==> config.mk <==
export PLATFORM = sky130hd
export DESIGN_NAME = lcd_buf_write_arbiter
export DESIGN_NICKNAME = d
export VERILOG_FILES = /design/src/rtl/lcd_buf_write_arbiter.sv
export SDC_FILE = /design/constraint.sdc
export NUM_CORES = 1
export LEC_CHECK = 0
export BUFFER_PORTS_ARGS = -buffer_cell sky130_fd_sc_hd__buf_2
export CAP_MARGIN = 10
export CORE_MARGIN = 3
export CORE_UTILIZATION = 47
export CTS_CLUSTER_DIAMETER = 150
export CTS_CLUSTER_SIZE = 16
export DETAILED_ROUTE_END_ITERATION = 6
export MAX_ROUTING_LAYER = met4
export PLACE_DENSITY = 0.74
export SLEW_MARGIN = 20
export SYNTH_ARGS = -nofsm -noshare
export SYNTH_HDL_FRONTEND = slang
export SYNTH_SLANG_ARGS = --single-unit
==> constraint.sdc <==
create_clock -name clk -period 2.4 [get_ports clk]
set_input_delay 0.48 -clock clk [delete_from_list [all_inputs] [get_ports clk]]
set_output_delay 0.48 -clock clk [all_outputs]
set_load 0.03 [all_outputs]
==> src/rtl/lcd_buf_write_arbiter.sv <==
// lcd_buf_write_arbiter: round-robin share of the LCD buffer write port with a built-in clear sequencer
module lcd_buf_write_arbiter #(
  parameter int ADDR_W = 6,
  parameter int DATA_W = 8,
  parameter int NUM_CELLS = 32,
  parameter logic [DATA_W-1:0] BLANK = 8'h20
) (
  input  logic              clk,
  input  logic              rst_n,
  input  logic              clr_req,
  output logic              clr_busy,
  input  logic              r0_valid,
  output logic              r0_ready,
  input  logic [ADDR_W-1:0] r0_addr,
  input  logic [DATA_W-1:0] r0_data,
  input  logic              r1_valid,
  output logic              r1_ready,
  input  logic [ADDR_W-1:0] r1_addr,
  input  logic [DATA_W-1:0] r1_data,
  output logic              lcd_we,
  output logic [ADDR_W-1:0] lcd_waddr,
  output logic [DATA_W-1:0] lcd_wdata,
  output logic              drop_err
);
  localparam int CNT_W = $clog2(NUM_CELLS) + 1;
  typedef enum logic {IDLE, CLEAR} state_t;
  state_t state_q, state_d;
  logic [CNT_W-1:0] cnt_q, cnt_d;
  logic ptr_q, ptr_d, we_q, we_d, drop_q, drop_d;
  logic [ADDR_W-1:0] waddr_q, waddr_d, sel_addr;
  logic [DATA_W-1:0] wdata_q, wdata_d, sel_data;
  logic arb_en, acc, in_range;
  assign arb_en   = (state_q == IDLE) && !clr_req;
  assign r0_ready = arb_en && r0_valid && (!r1_valid || !ptr_q);
  assign r1_ready = arb_en && r1_valid && (!r0_valid || ptr_q);
  assign acc      = r0_ready || r1_ready;
  assign sel_addr = r0_ready ? r0_addr : r1_addr;
  assign sel_data = r0_ready ? r0_data : r1_data;
  assign in_range = {1'b0, sel_addr} < (ADDR_W + 1)'(NUM_CELLS);
  assign clr_busy  = (state_q == CLEAR);
  assign lcd_we    = we_q;
  assign lcd_waddr = waddr_q;
  assign lcd_wdata = wdata_q;
  assign drop_err  = drop_q;
  // Next state: the clear counter holds the next cell to blank; the first blank is issued on entry
  always_comb begin
    state_d = state_q;
    cnt_d   = cnt_q;
    ptr_d   = ptr_q;
    we_d    = 1'b0;
    drop_d  = 1'b0;
    waddr_d = waddr_q;
    wdata_d = wdata_q;
    if (state_q == CLEAR) begin
      if (cnt_q == CNT_W'(NUM_CELLS)) begin
        state_d = IDLE;
        cnt_d   = '0;
      end else begin
        we_d    = 1'b1;
        waddr_d = ADDR_W'(cnt_q);
        wdata_d = BLANK;
        cnt_d   = cnt_q + 1'b1;
      end
    end else if (clr_req) begin
      state_d = CLEAR;
      we_d    = 1'b1;
      waddr_d = '0;
      wdata_d = BLANK;
      cnt_d   = CNT_W'(1);
    end else if (acc) begin
      ptr_d   = r0_ready;
      we_d    = in_range;
      drop_d  = !in_range;
      waddr_d = in_range ? sel_addr : waddr_q;
      wdata_d = in_range ? sel_data : wdata_q;
    end
  end
  // State and registered write-port outputs
  always_ff @(posedge clk or negedge rst_n) begin
    if (!rst_n) begin
      state_q <= IDLE;
      cnt_q   <= '0;
      ptr_q   <= 1'b0;
      we_q    <= 1'b0;
      drop_q  <= 1'b0;
      waddr_q <= '0;
      wdata_q <= '0;
    end else begin
      state_q <= state_d;
      cnt_q   <= cnt_d;
      ptr_q   <= ptr_d;
      we_q    <= we_d;
      drop_q  <= drop_d;
      waddr_q <= waddr_d;
      wdata_q <= wdata_d;
    end
  end
endmodule

==> flow_metrics.tcl <==
set metrics [dict create \
    root_buffer "clkbuf_4" \
    grt_pass1_wl_mm 4.519 \
    cts_tree "built" \
    ant_nets 0 \
    seqCellArea_um2 600.6 \
    synth_nets 146 \
    synth_flop_cell "dfrtp_1" \
    start_util_pct 50.49 \
    crit_path_top_delay_cell "dfrtp_1" \
    critical_path_arrival_ns 1.70 \
    drt_iter0_markers 42 \
    p_seq_share_pct 43.6 \
    synth_edf_count 0 \
    cts_inserted_buffers 3 \
    worst_slew_pin_slew_ns 0.5569 \
    post-cts-setup-buffers 0 \
    synthArstFlopShare_pct 100.0 \
    dpl.hpwl_mm 2.226 \
    clockPowerShare_pct 14.5 \
    nets 200 \
    wirelength_mm 2.820 \
    reg2regPathDepth 7 \
    multi_input_comb_area_um2 611.8 \
    diodes 0 \
    max_slew_margin_pct 62.79 \
    viasPerCell 5.521 \
    synth_top_area_share_pct 46.74 \
    slew_violations 0 \
    p_sw_uw 572.7 \
    cp_top_family "buffers and inverters" \
    clkLatencyLatePin_ns 0.32 \
    h-tree-depth 1 \
    r2r_setup_slack_ns 0.49 \
    cellLeakagePower_nw 0.7881 \
    yosysUniqueCellTypes 36 \
    crit_buf_inv 2 \
    dieWidth_um 58.29 \
    worstPathMaxFanout 18 \
    fin_crit_sh_pct 90.88 \
    io_pins 52 \
    grt_overflow_total 0 \
    power_density_nw_per_um2 915.6 \
    route.detailed.drc 0 \
    combPwrFrac_pct 41.9 \
    synthTopCellsByArea "dfrtp_1 47%, o2bb2ai_1 6.1%, mux2i_1 5.5%" \
    finalSetupViolCount 0 \
    drive_above_1_share_pct 42.07 \
    fin_tns_setup_ns 0 \
    syn_avg_cell_area_um2 11.58 \
    max_stage_delay_ns 0.44 \
    power_switching_share_pct 39.24 \
    clk_path_buf_depth 2 \
    finalHoldViolCount 0 \
    fmax_mhz 458.5 \
    cts_sinks 24 \
    dieHeight_um 58.29 \
    status "finished clean" \
    layout_min_cycle_time_ns 2.181 \
    critPathLaunchType "flop" \
    internal-power_uw 886.7 \
    ys_warn_count 0 \
    rsz0062_at_grt "false" \
    synthCells 111 \
    coreArea_um2 2545 \
    required_ns 1.92 \
    end_kind "output port" \
    grt_max_degree 25 \
    worstPathCellList "a21boi_2, buf_4, and2_1, buf_2" \
    syn2layout_area_growth_pct 24.05 \
    clk_pin_slew_ns 0.13 \
    rr_endpoint "lcd_wdata[0]" \
    final_cell_mix "51 x buf_2, 24 x dfrtp_1, 9 x o2bb2ai_1" \
    syn-cell-area_um2 1285 \
    routedWlPerCell_um 14.54 \
    rows 18 \
    yosysSeqAreaShare_pct 46.74 \
    hp-class "in2async" \
    vias 1071 \
    r2r-start "cnt_q[0]" \
    postCtsResizedCells 0 \
    final_common_cell "buf_2" \
    clock_skew_ns 0.01247 \
    first_pass_iters 4 \
    port_buffers 51 \
    dieArea_um2 3397 \
    ir_drop_mv 0.7610 \
    n_fill_cell 211 \
    whs_ns 0.1117 \
    grt_pass1_vias 1057 \
    antenna_found_initial 0 \
    worstSetupPathType "reg2out" \
    drv_cap 0 \
    gr-usage-all-layers_pct 17.59 \
    cts_hold_buffers 0 \
    yosys.area.top_type "dfrtp_1" \
    ys_seq_elements 24 \
    place.gp.congestion 0.8568 \
]
## worst max-delay path by stage
stage	start	endpoint	slack, ns	depth (start not counted)
after global routing	ptr_q	r0_ready	0.12	4
final	ptr_q	r0_ready	0.22	4
after global placement	r1_valid	r0_ready	0.41	5
after floorplan	r0_valid	r0_ready	0.37	4
after detailed placement	r1_valid	r0_ready	0.38	5
after CTS	ptr_q	r0_ready	0.22	4
## state kept, by name, summed over array words and instances, names as in the netlist
signal	flops
clr_busy	1
ptr_q	1
lcd_waddr	6
lcd_we	1
cnt_q	6
lcd_wdata	8
drop_err	1
## layer usage
layer / vias to the layer above / GRT usage, % / share of wire (%)
li1: 528 / - / -
met1: 512 / 20.87 / 43
met2: 29 / 30.62 / 51
met3: 2 / 4.009 / 5.5
met4: 0 / 2.980 / 0.43
met5: - / - / 0
## layout make-up
class                      instances  share of cell area (%)
multi-input combinational         77                   38.38
sequential                        24                   37.68
timing repair buffer              55                   17.90
tap                               30                   2.355
clock buffer                       4                   2.276
inverter                           4                   1.413
## kinds of logic (layout without fill, tap and decap cells)
logic type	Yosys count	in the layout	synth area share, %
buf+inv	10	63	5.939
mux	8	8	6.329
fa+ha+maj	2	2	1.947
xor+xnor	1	1	0.6817
compound gates	40	40	25.71
flops	24	24	46.74
simple gates	26	26	12.66
## worst register-to-register path, stage by stage (launching register included)
cell	delay [ns]
dfrtp_1	0.42
inv_1	0.08
ha_1	0.20
nor4b_2	0.16
and2b_2	0.26
or2_1	0.33
buf_4	0.20
o2bb2ai_1	0.13
## cell usage after synthesis, types with 2 or more instances
cell / instances
inv_1: 3
and3_1: 2
ha_1: 2
a31oi_1: 3
a2bb2oi_1: 5
a211oi_1: 5
nand3_1: 2
nor2_1: 5
and2b_2: 2
nand2b_1: 6
a21oi_1: 3
o2bb2ai_1: 9
o211ai_1: 5
nand2_1: 3
a21boi_1: 2
dfrtp_1: 24
a22o_1: 2
mux2i_1: 7
buf_6: 4
## stage by stage
| step | cell area (µm²) | instances | power [mW] | worst slack [ns] | util (%) |
|---|---|---|---|---|---|
| 2_1_floorplan | 1285 | 111 | 1.089 | 0.3704 | - |
| 3_3_place_gp | 1558 | 190 | 1.239 | 0.4094 | 61.21 |
| 3_5_place_dp | 1558 | 190 | 1.258 | 0.3834 | 61.21 |
| 4_1_cts | 1594 | 194 | 1.470 | 0.2209 | 62.64 |
| 5_1_grt | 1594 | 194 | 1.553 | 0.1157 | 62.64 |
| 6_report | 1594 | 194 | 1.459 | 0.2188 | 62.64 |
## power by group through the flow
stage | combinational (mW) | clock [mW] | sequential [mW]
3_3_place_gp | 0.602 | 0 | 0.637
5_1_grt | 0.670 | 0.229 | 0.655
6_report | 0.611 | 0.212 | 0.637
3_5_place_dp | 0.615 | 0 | 0.643
4_1_cts | 0.618 | 0.217 | 0.635
2_1_floorplan | 0.357 | 0 | 0.732
Note: power is estimated with default switching activity, not from simulation.
